**src/rtl/demux_dispatch_ctrl.sv**
```systemverilog
// demux_dispatch_ctrl
//   Sequencing controller for a 1-to-4 demux path. It takes words from a
//   valid/ready producer and holds each word in a one-entry output register.
//   It drives the channel select and a one-hot per-channel valid until the
//   addressed consumer accepts the word.
//
//   Destination selection:
//     mode = 0 : round-robin pointer rr, which advances on every accept.
//     mode = 1 : explicit destination taken from in_dest.
//
//   Optional feature (macro DEMUX_DISPATCH_CNT_EN):
//     When defined, four CW-bit per-channel delivered-word counters are
//     built. Each counter wraps around.
//     When undefined, cnt is tied to zero.
//
// Ports
//   clk        : clock, rising edge
//   rst        : asynchronous reset, active high
//   mode       : 0 round-robin, 1 explicit destination
//   in_valid   : producer has a word
//   in_data    : word to dispatch (W bits)
//   in_dest    : explicit destination, used when mode = 1
//   in_ready   : controller can take a word this cycle (combinational)
//   sel        : demux select, destination of the held word
//   out_data   : held word, shared by all channels
//   out_valid  : one-hot valid, bit sel set while a word is held
//   out_ready  : per-channel consumer ready
//   cnt        : per-channel delivered counters, channel i at [i*CW +: CW]

module demux_dispatch_ctrl #(
  parameter int unsigned W  = 8,
  parameter int unsigned CW = 8
) (
  input  logic            clk,
  input  logic            rst,
  input  logic            mode,
  input  logic            in_valid,
  input  logic [W-1:0]    in_data,
  input  logic [1:0]      in_dest,
  output logic            in_ready,
  output logic [1:0]      sel,
  output logic [W-1:0]    out_data,
  output logic [3:0]      out_valid,
  input  logic [3:0]      out_ready,
  output logic [4*CW-1:0] cnt
);

  typedef enum logic {
    EMPTY = 1'b0,
    FULL  = 1'b1
  } state_t;

  state_t     state;
  logic [1:0] rr;
  logic       fire;
  logic       accept;
  logic [1:0] dest;

  // Handshake terms. A departing word frees the register in the same cycle.
  assign fire     = (state == FULL) && out_ready[sel];
  assign in_ready = (state == EMPTY) || fire;
  assign accept   = in_valid && in_ready;
  assign dest     = mode ? in_dest : rr;

  // Holding register, select, one-hot valid and round-robin pointer.
  always_ff @(posedge clk or posedge rst) begin
    if (rst) begin
      state     <= EMPTY;
      sel       <= 2'd0;
      rr        <= 2'd0;
      out_data  <= '0;
      out_valid <= 4'b0000;
    end else begin
      if (accept) begin
        state     <= FULL;
        sel       <= dest;
        out_data  <= in_data;
        out_valid <= 4'b0001 << dest;
        // The pointer only moves for round-robin words; explicit words leave it parked.
        if (!mode) begin
          rr <= rr + 2'd1;
        end
      end else if (fire) begin
        state     <= EMPTY;
        out_valid <= 4'b0000;
      end
    end
  end

`ifdef DEMUX_DISPATCH_CNT_EN
  logic [CW-1:0] cnt_q [4];

  // Per-channel delivered-word counters. They wrap naturally at 2^CW.
  always_ff @(posedge clk or posedge rst) begin
    if (rst) begin
      for (int i = 0; i < 4; i++) begin
        cnt_q[i] <= '0;
      end
    end else if (fire) begin
      cnt_q[sel] <= cnt_q[sel] + CW'(1);
    end
  end

  for (genvar g = 0; g < 4; g++) begin : g_cnt
    assign cnt[g*CW +: CW] = cnt_q[g];
  end
`else
  assign cnt = '0;
`endif

endmodule

```
**config.mk**
```make
export PLATFORM = sky130hd
export DESIGN_NAME = demux_dispatch_ctrl
export DESIGN_NICKNAME = d
export VERILOG_FILES = /design/src/rtl/demux_dispatch_ctrl.sv
export SDC_FILE = /design/constraint.sdc
export NUM_CORES = 1
export LEC_CHECK = 0
export ABC_AREA = 1
export CORE_ASPECT_RATIO = 0.8
export CORE_MARGIN = 2
export CORE_UTILIZATION = 37
export DETAILED_ROUTE_END_ITERATION = 6
export HOLD_SLACK_MARGIN = 0.06
export PLACE_DENSITY = 0.84
export SYNTH_ARGS = -nofsm -noshare
export SYNTH_HDL_FRONTEND = slang
export SYNTH_SLANG_ARGS = --single-unit
```
**constraint.sdc**
```tcl
create_clock -name clk -period 1.25 [get_ports clk]
set_input_delay 0.25 -clock clk [delete_from_list [all_inputs] [get_ports clk]]
set_output_delay 0.25 -clock clk [all_outputs]
set_load 0.005 [all_outputs]
```
=== Word level (Yosys, flattened, before mapping) ===
Index checks and enable logic that the tools add are counted.

* Register bits after elaboration: 17
* Output and inout port bits: 47
* Word-level logic and storage cells: 22

* Add/subtract/negate cells: 1
* $lt $le $gt $ge: 1
* Shift operators: 1
* Muxes and demuxes: 7
* Bitwise operators: 2
* Reductions and logical operators: 5

{| class="wikitable"
|+ Operator list
! cell !! number
|-
| $mux W4 || 2
|-
| $shl A1 B2 Y4 const A || 1
|-
| $lt A2 B3 Y1 const B || 1
|-
| $mux W1 || 3
|-
| $add A2 B1 Y2 const B || 1
|-
| $bmux W1 S2 || 1
|-
| $logic_and A1 B1 Y1 || 2
|-
| $mux W2 || 1
|-
| $not A1 Y1 || 2
|-
| $reduce_and A2 Y1 || 1
|-
| $reduce_bool A2 Y1 || 1
|-
| $logic_or A1 B1 Y1 || 1
|}

=== Longest topological paths before layout ===
* Depth after elaboration: 6
* Depth in mapped cells: 9
* Gate-level depth less buffers: 8

=== Worst setup path before layout ===
No wires, ideal clock.

* Path type: flip-flop to output port
* Start: register sel[0]
* End: output port in_ready
* Arrival time: 0.896 ns
* Required time: 1.000 ns
* Setup slack: 0.104 ns
* Stages on the path, launching flop included: 6
* Path through: dfrtp_1 -> nand2_1 -> nand3_2 -> nand2_2 -> nand2_4 -> buf_4

* Word-level cells in the longest chain between the ends: 4

{| class="wikitable"
|+ Ends and longest elaborated chain
! what !! line !! text
|-
| start: declaration || 41 || <nowiki>output logic [1:0] sel,</nowiki>
|-
| start signal: assignment || 76 || <nowiki>sel <= dest;</nowiki>
|-
| $bmux W1 S2 || 60 || <nowiki>assign fire = (state == FULL) && out_ready[sel];</nowiki>
|-
| $mux W1 (not written as such) || 60 ||
|-
| $logic_and A1 B1 Y1 || 60 ||
|-
| $logic_or A1 B1 Y1 || 61 || <nowiki>assign in_ready = (state == EMPTY) || fire;</nowiki>
|-
| end: declaration || 40 || <nowiki>output logic in_ready,</nowiki>
|}

Every way passes these cells. The select of a mux whose other input is x is not followed.

=== Worst setup path in the final report ===
Same ends and word-level chain as after synthesis.

==> flow_summary.json <==
{
  "power_w": 0.00314,
  "die_w_um": 63.8,
  "period_minus_slack_ns": 1.46,
  "grt_max_degree": 18,
  "fin_ws_ns": -0.206,
  "drive_above_1_share": 0.282,
  "drc": 0,
  "yosysSeqAreaShare": 0.402,
  "drtAntennaViolNets": 0,
  "netlist_top_cells_area": "dfrtp_1, buf_4, nand2_1",
  "cap_violations": 0,
  "layout_commonest_cell": "conb_1",
  "critical_path_class": "reg2out",
  "gp_congestion": 0.738,
  "slew_viol_final": 0,
  "synthCells": 126,
  "clock-sinks": 17,
  "violations": "negative setup slack",
  "grt_util_all_layers": 0.128,
  "first_iter_violations": 18,
  "core_area_mm2": 0.00274,
  "outcome": "finished, violations left",
  "die_h_um": 51.8,
  "drt_pass1_iterations": 4,
  "power.leakage_nw": 0.819,
  "skew_ns": 0.00565,
  "dp_hpwl_um": 1480,
  "grt_pass1_wl_um": 3170,
  "fmax_ghz": 0.687,
  "syn-mean-instance-area_um2": 8.39,
  "portBuffers": 32,
  "ir_drop_mv": 1.05,
  "placed_area_mm2": 0.00134,
  "place_inst": 201,
  "rsz0062_at_grt": "true",
  "syn_to_final_growth_pct": 47.2,
  "setup_viol": 18,
  "clk_pin_slew_ns": 0.10,
  "yosysWarnings": 0,
  "overflow": 0,
  "endpoint_kind": "output port",
  "dp_worst_setup_slack_ns": -0.491,
  "clockBufferDepth": 2,
  "hold_violations": 0,
  "num_vias": 863,
  "multi_input_area_um2": 538,
  "die_area_mm2": 0.00330,
  "n_fill_cell": 258,
  "final_nets": 196,
  "ys_ff_latch": 17,
  "stdcell_area_mm2": 0.00156,
  "syn_area_mm2": 0.00106,
  "whs_ns": 0.247,
  "wl_per_cell_um": 10.0,
  "fin_crit_sh": 1.16,
  "final_cell_mix": "conb_1, nand2_1, clkdlybuf4s50_1",
  "n_antenna_cell": 0,
  "cts_buffers": 3,
  "critPathRequiredTime_ns": 1.00,
  "rows": 17,
  "antenna_found_initial": 0,
  "totalWireLength_um": 2160,
  "power_density_mw_per_mm2": 2020,
  "ios": 65,
  "worst_setup_path_start_kind": "flop",
  "grt_pass1_vias": 719,
  "synth_top_cell_area_share": 0.402,
  "crit_path_max_fanout": 5,
  "clk_latency_ns": 0.29,
  "cts-root-buf": "clkbuf_4",
  "cts-htree-levels": 1,
  "fin_cells": 215,
  "yosysTopAreaCell": "dfrtp_1",
  "seq_area_um2": 427,
  "cts_hold_buf": 0,
  "avgViaCountPerCell": 4.01,
  "rr_worst_depth": 10,
  "worstPathArrival_ns": 1.21,
  "cts_tree": "yes",
  "start_util": 0.385,
  "hp-class": "in2async",
  "ys_types": 19
}
## worst paths after layout
check                                           end               start  slack [ns]
setup / recovery                           in_ready  sel[0]$_DFFE_PP0P_       -0.21
hold / removal             out_valid[3]$_DFFE_PP0P_                 rst        0.25
setup reg to reg            out_data[5]$_DFFE_PP0P_  sel[0]$_DFFE_PP0P_       -0.13
hold reg to reg                   rr[0]$_DFFE_PP0P_   rr[0]$_DFFE_PP0P_        0.48
max in group asynchronous        sel[0]$_DFFE_PP0P_                 rst        0.80
min in group clk                  rr[0]$_DFFE_PP0P_   rr[0]$_DFFE_PP0P_        0.48
## flip-flops by register name (all words and copies together), names as in the netlist
signal / cells
out_data: 8
out_valid: 4
rr: 2
sel: 2
state: 1
## timing repair
action                     CTS  global route
resized for setup           20            31
gates cloned                 0             2
setup endpoints to repair   31            24
pin swaps                    3             6
buffers inserted             2             6
hold endpoints to repair     0             0
## synthesized netlist by cell type
master,count
nand2_2,2
nand2_1,30
buf_4,33
dfrtp_1,17
nand4_1,2
conb_1,1
o21ai_0,4
or2_2,1
or2_0,1
inv_2,1
a21oi_1,1
nand3_2,2
o21ai_2,3
clkbuf_1,1
nor2_1,1
buf_12,1
nand2_4,2
nand3_1,15
inv_1,8
## power breakdown
group	internal (W)	total, W	switching, W
Sequential	0.000813	0.000989	0.000177
Combinational	0.00102	0.00185	0.000829
Clock	0.000119	0.000300	0.000181
## worst max-delay path, stage by stage (launching register included)
cell     delay [ns]
dfrtp_2        0.46
inv_2          0.08
nand2_2        0.06
nand3_4        0.07
nand2_4        0.06
nand2_4        0.06
buf_2          0.11
## kinds of logic (layout without fill, tap and decap cells)
group / after synthesis / count (layout) / synth area share
buffers and inverters: 44 / 63 / 0.289
DFF: 17 / 17 / 0.402
other: 1 / 32 / 0.00355
AOI/OAI and AO/OA: 8 / 8 / 0.0485
and+or+nand+nor: 56 / 57 / 0.257
## metal layers
layer / wire length (µm) / global-route usage
met3: 144 / 0.0541
met4: 0 / 0.0326
met1: 860 / 0.148
met2: 1150 / 0.221
met5: 0 / 0
## stage by stage
stage                     setup TNS, ns  utilization
after floorplan                       0            -
after global placement            -5.71        0.487
after detailed placement          -6.11        0.487
after CTS                         -1.63        0.498
after global routing              -2.95        0.567
final                             -1.70        0.567
## area by class of cell
cell class,count,area share
well taps,38,0.0305
inverters,9,0.0217
repair buffers,50,0.310
clock buffers,3,0.0145
flip-flops and latches,17,0.274
clock inverters,1,0.00322
multi-input cells,97,0.346
Note: power is estimated with default switching activity, not from simulation.
